==> src/rtl/m_spi_arbiter.sv <==
`default_nettype none
// ============================================================================
// Module   : m_spi_arbiter
// Brief    : Two-requester SPI master controller. One mode-0 datapath
//            (8-bit, MSB first) is shared between requesters 0 and 1. Each
//            requester drives its own active-low slave select. The received
//            byte is returned together with the requester ID.
// Options  : SPI_ARB_RR_EN - round-robin arbitration. When it is undefined,
//            fixed priority is used and requester 0 wins ties.
// Revision : 1.0 - initial release
// ============================================================================
module m_spi_arbiter #(
  parameter int CLK_DIV = 4,
  parameter int SS_GAP  = 4
) (
  input  logic       clk,
  input  logic       rst,
  input  logic       req0_valid,
  input  logic [7:0] req0_data,
  output logic       req0_ready,
  input  logic       req1_valid,
  input  logic [7:0] req1_data,
  output logic       req1_ready,
  output logic       rsp_valid,
  output logic       rsp_id,
  output logic [7:0] rsp_data,
  output logic       busy,
  output logic       SCLK,
  output logic       MOSI,
  input  logic       MISO,
  output logic [1:0] SS
);

  localparam int               CNT_W     = 16;
  localparam logic [CNT_W-1:0] HALF_LAST = CNT_W'(CLK_DIV - 1);
  localparam logic [CNT_W-1:0] GAP_LAST  = CNT_W'(SS_GAP - 1);
  localparam logic [CNT_W-1:0] CNT_ONE   = CNT_W'(1);

  typedef enum logic [1:0] {
    ST_IDLE  = 2'd0,
    ST_SHIFT = 2'd1,
    ST_HOLD  = 2'd2,
    ST_GAP   = 2'd3
  } state_t;

  state_t           state_q, state_d;
  logic [CNT_W-1:0] cnt_q, cnt_d;
  logic [3:0]       edge_q, edge_d;
  logic             sclk_q, sclk_d;
  logic [7:0]       tx_q, tx_d;
  logic [7:0]       rx_q, rx_d;
  logic             owner_q, owner_d;
  logic             rsp_valid_q, rsp_valid_d;
  logic             rsp_id_q, rsp_id_d;
  logic [7:0]       rsp_data_q, rsp_data_d;

  logic             gnt0, gnt1;
  logic             idle, selected;

  assign idle     = (state_q == ST_IDLE);
  // The owner's select stays low through the shift phase and the trailing hold.
  assign selected = (state_q == ST_SHIFT) || (state_q == ST_HOLD);

`ifdef SPI_ARB_RR_EN
  // prio_q == 1 means requester 1 wins when both requesters are valid.
  logic prio_q, prio_d;

  // Arbitration winner: the pointer decides only when both requesters are valid.
  always_comb begin
    gnt1 = req1_valid & (~req0_valid | prio_q);
    gnt0 = req0_valid & ~gnt1;
  end

  // After a grant, hand priority to the other requester.
  always_comb begin
    prio_d = prio_q;
    if (req0_ready)      prio_d = 1'b1;
    else if (req1_ready) prio_d = 1'b0;
  end

  // Round-robin pointer register.
  always_ff @(posedge clk or posedge rst) begin
    if (rst) prio_q <= 1'b0;
    else     prio_q <= prio_d;
  end
`else
  assign gnt0 = req0_valid;
  assign gnt1 = req1_valid & ~req0_valid;
`endif

  assign req0_ready = idle & gnt0;
  assign req1_ready = idle & gnt1;

  assign busy      = ~idle;
  assign SCLK      = sclk_q;
  assign MOSI      = selected & tx_q[7];
  assign SS        = selected ? (owner_q ? 2'b01 : 2'b10) : 2'b11;
  assign rsp_valid = rsp_valid_q;
  assign rsp_id    = rsp_id_q;
  assign rsp_data  = rsp_data_q;

  // Next-state and datapath: the half-period counter paces SCLK, and its edges shift the data.
  always_comb begin
    state_d     = state_q;
    cnt_d       = cnt_q;
    edge_d      = edge_q;
    sclk_d      = sclk_q;
    tx_d        = tx_q;
    rx_d        = rx_q;
    owner_d     = owner_q;
    rsp_valid_d = 1'b0;
    rsp_id_d    = rsp_id_q;
    rsp_data_d  = rsp_data_q;

    case (state_q)
      ST_IDLE: begin
        if (req0_ready || req1_ready) begin
          state_d = ST_SHIFT;
          owner_d = req1_ready;
          tx_d    = req1_ready ? req1_data : req0_data;
          cnt_d   = '0;
          edge_d  = 4'd0;
        end
      end
      ST_SHIFT: begin
        if (cnt_q == HALF_LAST) begin
          cnt_d  = '0;
          sclk_d = ~sclk_q;
          edge_d = edge_q + 4'd1;
          if (!sclk_q) begin
            // Rising edge: sample MISO into the RX register, MSB first.
            rx_d = {rx_q[6:0], MISO};
          end else begin
            // Falling edge: present the next TX bit.
            tx_d = {tx_q[6:0], 1'b0};
            if (edge_q == 4'd15) state_d = ST_HOLD;
          end
        end else begin
          cnt_d = cnt_q + CNT_ONE;
        end
      end
      ST_HOLD: begin
        if (cnt_q == HALF_LAST) begin
          cnt_d       = '0;
          state_d     = ST_GAP;
          rsp_valid_d = 1'b1;
          rsp_id_d    = owner_q;
          rsp_data_d  = rx_q;
        end else begin
          cnt_d = cnt_q + CNT_ONE;
        end
      end
      ST_GAP: begin
        if (cnt_q == GAP_LAST) begin
          cnt_d   = '0;
          state_d = ST_IDLE;
        end else begin
          cnt_d = cnt_q + CNT_ONE;
        end
      end
      default: state_d = ST_IDLE;
    endcase
  end

  // State and datapath registers. Reset drops any in-flight transfer immediately.
  always_ff @(posedge clk or posedge rst) begin
    if (rst) begin
      state_q     <= ST_IDLE;
      cnt_q       <= '0;
      edge_q      <= 4'd0;
      sclk_q      <= 1'b0;
      tx_q        <= 8'h00;
      rx_q        <= 8'h00;
      owner_q     <= 1'b0;
      rsp_valid_q <= 1'b0;
      rsp_id_q    <= 1'b0;
      rsp_data_q  <= 8'h00;
    end else begin
      state_q     <= state_d;
      cnt_q       <= cnt_d;
      edge_q      <= edge_d;
      sclk_q      <= sclk_d;
      tx_q        <= tx_d;
      rx_q        <= rx_d;
      owner_q     <= owner_d;
      rsp_valid_q <= rsp_valid_d;
      rsp_id_q    <= rsp_id_d;
      rsp_data_q  <= rsp_data_d;
    end
  end

endmodule
`default_nettype wire

==> config.mk <==
export PLATFORM = sky130hd
export DESIGN_NAME = m_spi_arbiter
export DESIGN_NICKNAME = d
export VERILOG_FILES = /design/src/rtl/m_spi_arbiter.sv
export SDC_FILE = /design/constraint.sdc
export NUM_CORES = 1
export LEC_CHECK = 0
export CORE_ASPECT_RATIO = 0.7
export CORE_UTILIZATION = 56
export DETAILED_ROUTE_END_ITERATION = 10
export DONT_BUFFER_PORTS = 1
export GPL_TIMING_DRIVEN = 0
export PLACE_DENSITY = 0.72
export SYNTH_ARGS = -nofsm -noshare
export SYNTH_HDL_FRONTEND = slang
export SYNTH_SLANG_ARGS = --single-unit
==> constraint.sdc <==
create_clock -name clk -period 4.5 [get_ports clk]
set_input_delay 0.45 -clock clk [delete_from_list [all_inputs] [get_ports clk]]
set_output_delay 0.45 -clock clk [all_outputs]
set_load 0.01 [all_outputs]
After elaboration in Yosys (flattened, before gate mapping)
Cells that the tools add are included.

storage, ports and cells
  register bits = 50
  latch bits = 0
  RAM bits = 0
  ROM bits = 0
  input port bits = 21
  output and inout bits = 17
  memories = 0

cells by class
  add/subtract/negate cells = 2
  $mul = 0
  div/mod/pow operators = 0
  order comparisons = 0
  equality and inequality tests = 11
  shifts and indexed selects = 0
  multiplexer cells = 22
  bitwise operators = 7
  reductions and logical operators = 12

operator list
  cell                   count
  $mux 16                2
  $mux 8                 4
  $pmux 16 s2            1
  $add 16x1->16 const B  1
  $eq 16x2->1 const B    1
  $mux 2                 8
  $pmux 8 s2             1
  $mux 4                 2
  $ne 2x1->1 const B     4
  $pmux 2 s4             1
  $pmux 4 s2             1
  $reduce_and 2->1       3
  $reduce_and 3->1       2
  $reduce_and 6->1       1
  $add 4x1->4 const B    1
  $and 1x1->1            4
  $eq 2x2->1 const B     2
  $eq 4x4->1 const B     1
  $ne 2x2->1 const B     2
  $reduce_and 4->1       1
  $not 1->1              3
  $reduce_or 3->1        1
  $eq 2x1->1 const B     1
  $logic_not 2->1        1
  other kinds (3)        5

Longest topological paths before layout
Gate-level depths: netlist (run 1).

  word-level depth = 6
  depth in mapped cells = 7

Worst setup path before layout (run 1)
OpenSTA, ideal clock, no wires.

  path kind = flip-flop to flip-flop
  start point = reg cnt_q[0]
  end point = reg state_q[1]
  setup time = 128 ps
  arrival time = 1840 ps
  data required time = 4372 ps
  slack = 2532 ps
  cell stages (with the launch flop) = 6
  buffers on the path = 0
  clock period less this slack = 1968 ps
  path through = dfrtp_1 ha_1 nor4b_2 nand4_2 a221oi_2 mux2_1

between the ends
  longest elaborated chain between the ends = 3

ends and longest elaborated chain
  item                                                       line           text
  start, declared                                            47             logic [CNT_W-1:0] cnt_q, cnt_d;
  start signal, assigned                                     180            cnt_q <= cnt_d;
  $eq 16x2->1 *                                              126, 143, 154
  $ne 2x2->1 (no line) / $ne 2x1->1 (equally long branches)  --
  $reduce_and 6->1 (no line) *                               --
  end signal, assigned                                       179            state_q <= state_d;
  end, declared                                              46             state_t state_q, state_d;

Mark *: on every way between the ends. The rest lies on a longest branch, timed or not.
A chain may end at the register's enable or synchronous reset.

Worst setup path after layout (run 1)
  start point = reg cnt_q[0]
  end point = reg rx_q[6]

between the ends
  longest elaborated chain between the ends = 2

ends and longest elaborated chain
  item                        line  text
  $eq 16x2->1                 126   if (cnt_q == HALF_LAST) begin
  $reduce_and 3->1 (no line)  --
  end signal, assigned        184   rx_q <= rx_d;
  end, declared               51    logic [7:0] rx_q, rx_d;

Every way passes these cells.

==> summary.txt, run 1 <==
run status: finished, final reports clean
Min Clock Period, post-route: 2330 ps
Worst Tran Pin Value: 913 ps
H-tree Lvls: 2
CP required: 4700 ps
clk buf depth: 2
Synth Flop Type: dfrtp_1
fmax: 430 MHz
worst-path cell chain: ha_1 > nor4b_2 > nand4_2 > nor3_4 > mux2_2
WP data arrival: 2530 ps
placed standard-cell area: 2810 um^2
mapped cell area: 2720 um^2
die area: 5150 um^2
layout cells sized above 1: 0.155
Crit Path Class: reg2reg
final setup fails: 0
GRT Util Overall: 0.237
Pleak: 1.26 nW
Slew Limit Headroom: 0.387
HPWL after DPL: 4020 um
CP Max Fanout: 8
Port Buf Inserts: 0
Final #Nets: 298
post-route cell area: 2910 um^2
Tightest Hold Check Type: in2async
Clk pin slew, worst setup/hold paths: 100 ps
total gr overflow: 0
Layout area overhead: 6.89%
post-synthesis register bit count: 50
Fin Clk Skew: 9.64 ps
Skew-Pair Late Insertion Delay: 310 ps
initial antenna violation count: 0
root buffer cell: clkbuf_8
Final Slew Violations: 0
CTS tree: yes
Reg2Reg Launch Point: cnt_q[0]$_DFFE_PP0P_
Initial Util: 0.605
antenna diode count: 0
R2R setup slack: 2170 ps
CTS Buf Count: 5
Tcrit/Tclk final: 0.517
critical path buffer and inverter count: 0
Final Hold Viols: 0
DRT iter0 DRCs: 189
# Post-CTS Setup Buffers: 0
total core area: 4500 um^2
post_cts resized: 0
Avg Vias per Cell: 6.20
post-route setup TNS: 0 ps
Setup crit end kind: flop
slowest stage delay, CP: 450 ps
number of synthesized flops with an enable pin: 0
RSZ-0062 raised after global routing: false
Mapped Nets: 290
First-pass DRT Iterations: 4
maximum VDD drop: 0.217 mV
Hold Buf Count CTS: 0
max_cap viols: 0
die height: 60.4 um
Routed WL: 5640 um
chip width: 85.4 um
sequential area share after synthesis: 0.459
Final ANT Viol Nets: 0
IO Pins: 38
RD Place Congestion: 0.834
# fillers: 371
commonest cells after routing, fill and taps aside: dfrtp_1, nand2_1, o21ai_0
via count: 2,020
PwrDens: 258 nW/um^2
Worst path slowest cell: nor3_4
FP Rows: 20
routed length per instance: 17.3 um
crit start category: flop
drc violations: 0
Top Family by Delay on Critical Path: simple AND/OR/NAND/NOR gates
R2R cell count: 5
Post-Syn Area per Cell: 10.4 um^2
first-pass GRT wire length: 9240 um
most common cell after layout, fill and taps aside: dfrtp_1
RR Endpoint: rx_q[6]$_DFFE_PP0P_
pin count of the biggest net entering global routing: 33
Clock Sinks: 50
ys async rst share: 1.00
vias in the first global route: 1,802
Netlist cell types: 53
Mapped Cells: 262
Synth warnings: 0
[metrics by stage]
stage	worst slack (ps)	hold slack, ps	util	std cells	power, mW
floorplan	2530	454	-	262	0.468
global placement	2230	472	0.620	317	0.471
detailed placement	2170	353	0.624	318	0.473
CTS	2150	11.7	0.646	326	0.754
global route	1940	37.0	0.646	326	0.773
finish	2170	0.432	0.646	326	0.750
[worst reg2reg max path, delay by kind of cell (launching register included)]
kind                     cells  cell delay (ps)
multiplexers                 1              390
flip-flops                   1              390
adder cells (fa/ha/maj)      1              260
AND/OR/NAND/NOR              3             1180
[worst max path at each step]
stage / from / depth (start not counted) / to / slack (ps)
finish: cnt_q[0]$_DFFE_PP0P_ / 5 / rx_q[6]$_DFFE_PP0P_ / 2170
global route: cnt_q[0]$_DFFE_PP0P_ / 5 / rx_q[6]$_DFFE_PP0P_ / 1940
CTS: cnt_q[0]$_DFFE_PP0P_ / 5 / rx_q[5]$_DFFE_PP0P_ / 2150
detailed placement: cnt_q[1]$_DFFE_PP0P_ / 5 / rx_q[5]$_DFFE_PP0P_ / 2170
global placement: cnt_q[0]$_DFFE_PP0P_ / 5 / rx_q[5]$_DFFE_PP0P_ / 2230
floorplan: cnt_q[0]$_DFFE_PP0P_ / 5 / state_q[1]$_DFFE_PP0P_ / 2530
[Yosys cell counts, types with 4 or more instances]
| master | instances | share of area |
|---|---|---|
| a21oi_1 | 11 | 0.020 |
| a22oi_1 | 7 | 0.019 |
| a31oi_1 | 8 | 0.018 |
| and2_1 | 4 | 0.0092 |
| and3_1 | 5 | 0.011 |
| clkbuf_1 | 9 | 0.012 |
| dfrtp_1 | 50 | 0.46 |
| ha_1 | 7 | 0.032 |
| inv_1 | 9 | 0.012 |
| mux2_1 | 10 | 0.041 |
| mux2_2 | 16 | 0.066 |
| nand2_1 | 21 | 0.029 |
| nand3_1 | 8 | 0.015 |
| nand3b_1 | 10 | 0.028 |
| nand4_1 | 6 | 0.014 |
| nor2_1 | 13 | 0.018 |
| nor3_1 | 5 | 0.0092 |
| o21ai_0 | 18 | 0.033 |
[state kept, by name, summed over array words and instances, names as in the netlist]
signal	flops
SCLK	1
cnt_q	16
edge_q	4
owner_q	1
rsp_data	8
rsp_id	1
rsp_valid	1
rx_q	8
state_q	2
tx_q	8
[where the power goes]
part,switching [mW],internal (mW),total [mW]
Clock,0.160,0.127,0.287
Sequential,0,0.449,0.449
Combinational,0.00986,0.00466,0.0145
[area by class of cell]
class | count | area (um^2) | share of cell area
Sequential cell | 50 | 1250 | 0.430
Inverter | 9 | 33.8 | 0.0116
Clock inverter | 2 | 16.3 | 0.00559
Timing Repair Buffer | 1 | 20.0 | 0.00688
Clock buffer | 6 | 82.6 | 0.0284
Tap cell | 55 | 68.8 | 0.0236
Buffer | 13 | 56.3 | 0.0193
Multi-Input combinational cell | 190 | 1380 | 0.475
[logic make-up after synthesis]
kind of cell             after synthesis  synth area share
XOR/XNOR                               1           0.00322
AO/OA/AOI/OAI                         61             0.153
multiplexers                          29             0.119
AND/OR/NAND/NOR                       92             0.201
buffers and inverters                 22            0.0331
flip-flops                            50             0.459
adder cells (fa/ha/maj)                7            0.0322
[per-layer routing]
layer / global-route usage / up-vias / part of all wire / wire (um)
li1: - / 988 / - / -
met1: 0.406 / 970 / 0.56 / 3140
met2: 0.288 / 55 / 0.38 / 2140
met3: 0.0476 / 7 / 0.053 / 297
met4: 0.0714 / 0 / 0.011 / 63
met5: 0 / - / 0 / 0
Power figures use the tool's default switching activity.
==> inputs of run 2 (changes only) <==
clock period = 2.2 ns   (was 4.5 ns; I/O delays follow)
==> summary.txt, run 2 (synthesized netlist as in run 1, its figures left out) <==
run status: finished, final reports clean
chip width: 85.4 um
Pleak: 1.29 nW
maximum VDD drop: 0.442 mV
FP Rows: 20
slowest stage delay, CP: 430 ps
Tcrit/Tclk final: 0.971
crit start category: flop
first-pass GRT wire length: 9360 um
Skew-Pair Late Insertion Delay: 310 ps
fmax: 468 MHz
max_cap viols: 0
P_int: 1.19 mW
DRT iter0 DRCs: 163
DP Cell Count: 318
post-route cell area: 3020 um^2
post-route setup TNS: 0 ps
Logic pwr share: 0.020
RR Endpoint: cnt_q[5]$_DFFE_PP0P_
Worst path slowest cell: a41oi_2
pre-CTS setup slack: -134 ps
die height: 60.4 um
CP Max Fanout: 10
via count: 2,052
Setup crit end kind: flop
hold_sp: MISO
Final Hold Viols: 0
placed standard-cell area: 2810 um^2
Power, Total: 1.53 mW
Final Slew Violations: 0
Port Buf Inserts: 0
H-tree Lvls: 2
GRT Util Overall: 0.241
Clk pin slew, worst setup/hold paths: 100 ps
Final ANT Viol Nets: 0
WP data arrival: 2370 ps
total gr overflow: 0
initial antenna violation count: 0
CTS Buf Count: 5
Clock Sinks: 50
pin count of the biggest net entering global routing: 33
PwrDens: 508 nW/um^2
root buffer cell: clkbuf_8
CTS tree: yes
HPWL after DPL: 4020 um
Final #Nets: 302
most common cell after layout, fill and taps aside: dfrtp_1
total core area: 4500 um^2
Hold Path End: rx_q[0]$_DFFE_PP0P_
Avg Vias per Cell: 6.22
sequential power share: 0.598
Fin Clk Skew: 8.25 ps
Largest Register: cnt_q
Layout area overhead: 10.8%
Reg2Reg Launch Point: cnt_q[0]$_DFFE_PP0P_
switching power: 346 uW
Initial Util: 0.605
First-pass DRT Iterations: 4
vias in the first global route: 1,822
IO Pins: 38
final core utilization: 0.670
Routed WL: 5740 um
RSZ-0062 raised after global routing: true
clk buf depth: 2
die area: 5150 um^2
commonest cells after routing, fill and taps aside: dfrtp_1, nand2_1, o21ai_0
Post-Layout Cell Count: 330
final setup fails: 0
Worst Tran Pin Value: 809 ps
Slew Limit Headroom: 0.455
CP required: 2430 ps
Hold Worst Slack: 58.0 ps
antenna diode count: 0
Tightest Hold Check Type: in2reg
final setup margin: 63.4 ps
Min Clock Period, post-route: 2140 ps
layout cells sized above 1: 0.193
drc violations: 0
max FFs per register: 16
Sw Share: 0.225
routed length per instance: 17.4 um
hold depth: 1
RD Place Congestion: 0.834
R2R cell count: 7
Clock Power Share: 0.381
worst-path cell chain: ha_1 > nor4b_4 > buf_4 > a41oi_2 > clkbuf_2 > o21ai_0 > a31oi_1
R2R setup slack: 60 ps
Crit Path Class: reg2reg
run 2: changes by cell type in the layout (fill, tap and decap cells not counted), sizes merged:
cell         change
dlygate4sd3      +1
buf              +3
run 2: worst max-delay path by stage:
stage	to	start	cells after the start	slack, ps
finish	cnt_q[5]$_DFFE_PP0P_	cnt_q[0]$_DFFE_PP0P_	7	60
detailed placement	rx_q[5]$_DFFE_PP0P_	cnt_q[1]$_DFFE_PP0P_	5	-130
floorplan	state_q[1]$_DFFE_PP0P_	cnt_q[0]$_DFFE_PP0P_	5	230
global route	cnt_q[8]$_DFFE_PP0P_	cnt_q[0]$_DFFE_PP0P_	7	-100
global placement	rx_q[5]$_DFFE_PP0P_	cnt_q[0]$_DFFE_PP0P_	5	-70
CTS	state_q[1]$_DFFE_PP0P_	cnt_q[0]$_DFFE_PP0P_	5	30
run 2: timing repair:
action | in CTS | in global routing
pin swaps | 1 | 0
endpoints found under the setup margin | 16 | 29
setup buffers | 1 | 2
hold endpoints to repair | 18 | 0
gates resized for setup | 4 | 11
hold buffers | 1 | 0
run 2: metal layers:
layer	up-vias	wire [um]	GRT usage
li1	998	-	-
met1	986	3060	0.407
met2	64	2230	0.300
met3	4	410	0.0476
met4	0	38	0.0738
met5	-	0	0
run 2: layout make-up:
type / instances / area, um^2
clock buffers: 6 / 82.6
fillers: 350 / 1490
plain buffers: 13 / 61.3
repair buffers: 5 / 65.1
well taps: 55 / 68.8
multi-input cells: 190 / 1440
flip-flops and latches: 50 / 1250
clock inverters: 2 / 16.3
inverters: 9 / 33.8
run 2: power groups by stage:
stage | Sequential (mW) | Clock (mW) | Combinational [mW]
after floorplan | 0.936 | 0 | 0.0206
after global placement | 0.937 | 0 | 0.0264
after detailed placement | 0.936 | 0 | 0.0313
after CTS | 0.918 | 0.593 | 0.0326
after global routing | 0.918 | 0.628 | 0.0368
final | 0.918 | 0.585 | 0.0311
run 2: worst max-delay path: cells and delay by family (launching register included):
| kind | cells | cell delay, ps |
|---|---|---|
| AO/OA/AOI/OAI | 3 | 730 |
| adder cells (fa/ha/maj) | 1 | 280 |
| buffers and inverters | 2 | 480 |
| flip-flops | 1 | 420 |
| AND/OR/NAND/NOR | 1 | 150 |
==> inputs of run 3 (changes only) <==
CELL_PAD_IN_SITES_DETAIL_PLACEMENT = 1   (was default)
CELL_PAD_IN_SITES_GLOBAL_PLACEMENT = 1   (was default)
CORE_UTILIZATION = 49   (was 56)
PLACE_DENSITY = 0.79   (was 0.72)
==> summary.txt, run 3 (synthesized netlist as in run 1, its figures left out) <==
Layout area overhead: 12.2%
First-pass DRT Iterations: 4
RR Endpoint: state_q[1]$_DFFE_PP0P_
most common cell after layout, fill and taps aside: dfrtp_1
antenna diode count: 0
hold_sp: req1_valid
Clock Sinks: 50
CTS Buf Count: 5
CP required: 2390 ps
drc violations: 0
vias in the first global route: 2,183
root buffer cell: clkbuf_8
Final #Nets: 303
clk buf depth: 2
grt met1 use: 0.360
Skew-Pair Late Insertion Delay: 310 ps
DRT iter0 DRCs: 142
hold depth: 2
first-pass GRT wire length: 11,500 um
area of the multi-input gates: 1450 um^2
Crit Path Class: reg2reg
Tcrit/Tclk final: 0.951
Min Clock Period, post-route: 2090 ps
routed length per instance: 19.8 um
worst-path cell chain: nor4_4 > nand4_4 > a221oi_2 > mux2_1
Final Hold Viols: 0
# fillers: 594
Final Slew Violations: 0
Largest Register: cnt_q
pin count of the biggest net entering global routing: 29
R2R setup slack: 110 ps
layout cells sized above 1: 0.199
initial antenna violation count: 0
total core area: 5290 um^2
Worst Tran Pin Value: 541 ps
Setup crit end kind: flop
max_cap viols: 0
die area: 5870 um^2
Final ANT Viol Nets: 0
slowest stage delay, CP: 510 ps
post-route setup TNS: 0 ps
DP Cell Count: 335
via count: 2,161
RD Place Congestion: 0.789
Routed WL: 6880 um
Post-Layout Cell Count: 348
H-tree Lvls: 2
WP data arrival: 2290 ps
chip width: 91.1 um
run status: finished, final reports clean
CTS tree: yes
die height: 64.4 um
Initial Util: 0.515
max FFs per register: 16
crit start category: flop
Fin Clk Skew: 7.70 ps
Worst path slowest cell: nor4_4
FP Rows: 22
Clk pin slew, worst setup/hold paths: 100 ps
Reg2Reg Launch Point: cnt_q[11]$_DFFE_PP0P_
met3 GRT Util: 0.0464
GRT Util Overall: 0.251
fmax: 478 MHz
PwrDens: 499 nW/um^2
final setup fails: 0
maximum VDD drop: 0.375 mV
Hold Path End: owner_q$_DFFE_PP0P_
post-route cell area: 3060 um^2
Slew Limit Headroom: 0.640
placed standard-cell area: 2830 um^2
R2R cell count: 4
met2 GRT Util: 0.401
CP Max Fanout: 6
GRT busiest layer: met2
commonest cells after routing, fill and taps aside: dfrtp_1, nand2_1, o21ai_0
Avg Vias per Cell: 6.21
HPWL after DPL: 4650 um
IO Pins: 38
FF/Latch Area: 1250 um^2
Pleak: 1.30 nW
total gr overflow: 0
Port Buf Inserts: 0
Tightest Hold Check Type: in2reg
[run 3: worst max-delay path, delay by kind of cell (launching register included)]
family          cells  cell delay (ps)
simple gates        2              730
flops               1              490
compound gates      1              400
mux                 1              360
[run 3: metrics by stage]
step | total power [mW] | hold WS [ps] | util | setup WS [ps]
after global routing | 1.58 | 53.6 | 0.578 | -8.64
after floorplan | 0.957 | 372 | - | 232
after CTS | 1.54 | 63.9 | 0.566 | -2.46
after global placement | 0.964 | 372 | 0.532 | -45.3
final | 1.53 | 68.2 | 0.578 | 107
after detailed placement | 0.968 | 175 | 0.536 | -156
[run 3: metal layers]
layer / share of wire / wire, um
met3: 0.041 / 283
met5: 0 / 0
met4: 0.0045 / 31
met1: 0.48 / 3300
met2: 0.48 / 3270
[run 3: worst max path at each step]
stage	startpoint	endpoint	slack, ps	depth (start not counted)
4_1_cts	cnt_q[1]$_DFFE_PP0P_	state_q[1]$_DFFE_PP0P_	-2	5
5_1_grt	state_q[1]$_DFFE_PP0P_	tx_q[7]$_DFFE_PP0P_	-9	5
2_1_floorplan	cnt_q[0]$_DFFE_PP0P_	state_q[1]$_DFFE_PP0P_	230	5
3_3_place_gp	state_q[0]$_DFFE_PP0P_	tx_q[7]$_DFFE_PP0P_	-50	7
6_report	cnt_q[11]$_DFFE_PP0P_	state_q[1]$_DFFE_PP0P_	110	4
3_5_place_dp	cnt_q[1]$_DFFE_PP0P_	rx_q[3]$_DFFE_PP0P_	-160	5
[run 3: repair_timing]
item | 4_1_cts | 5_1_grt
endpoints found under the hold margin | 22 | 0
pin swaps | 1 | 2
setup endpoints to repair | 31 | 41
gates resized for setup | 7 | 11
buffers inserted | 1 | 3
hold buffers | 1 | 0
[run 3: layout make-up]
cell class	instances	area share
Multi-Input combinational cell	190	0.474
Sequential cell	50	0.409
Clock inverter	3	0.00941
Clock buffer	5	0.0225
Timing Repair Buffer	6	0.0237
Tap cell	72	0.0295
Buffer	13	0.0209
Inverter	9	0.0111
[run 3: report_power, final]
part | internal (mW) | leakage, nW | switching [mW]
Sequential | 0.918 | 0.601 | 0
Clock | 0.238 | 0.0506 | 0.337
Combinational | 0.0107 | 0.650 | 0.0207
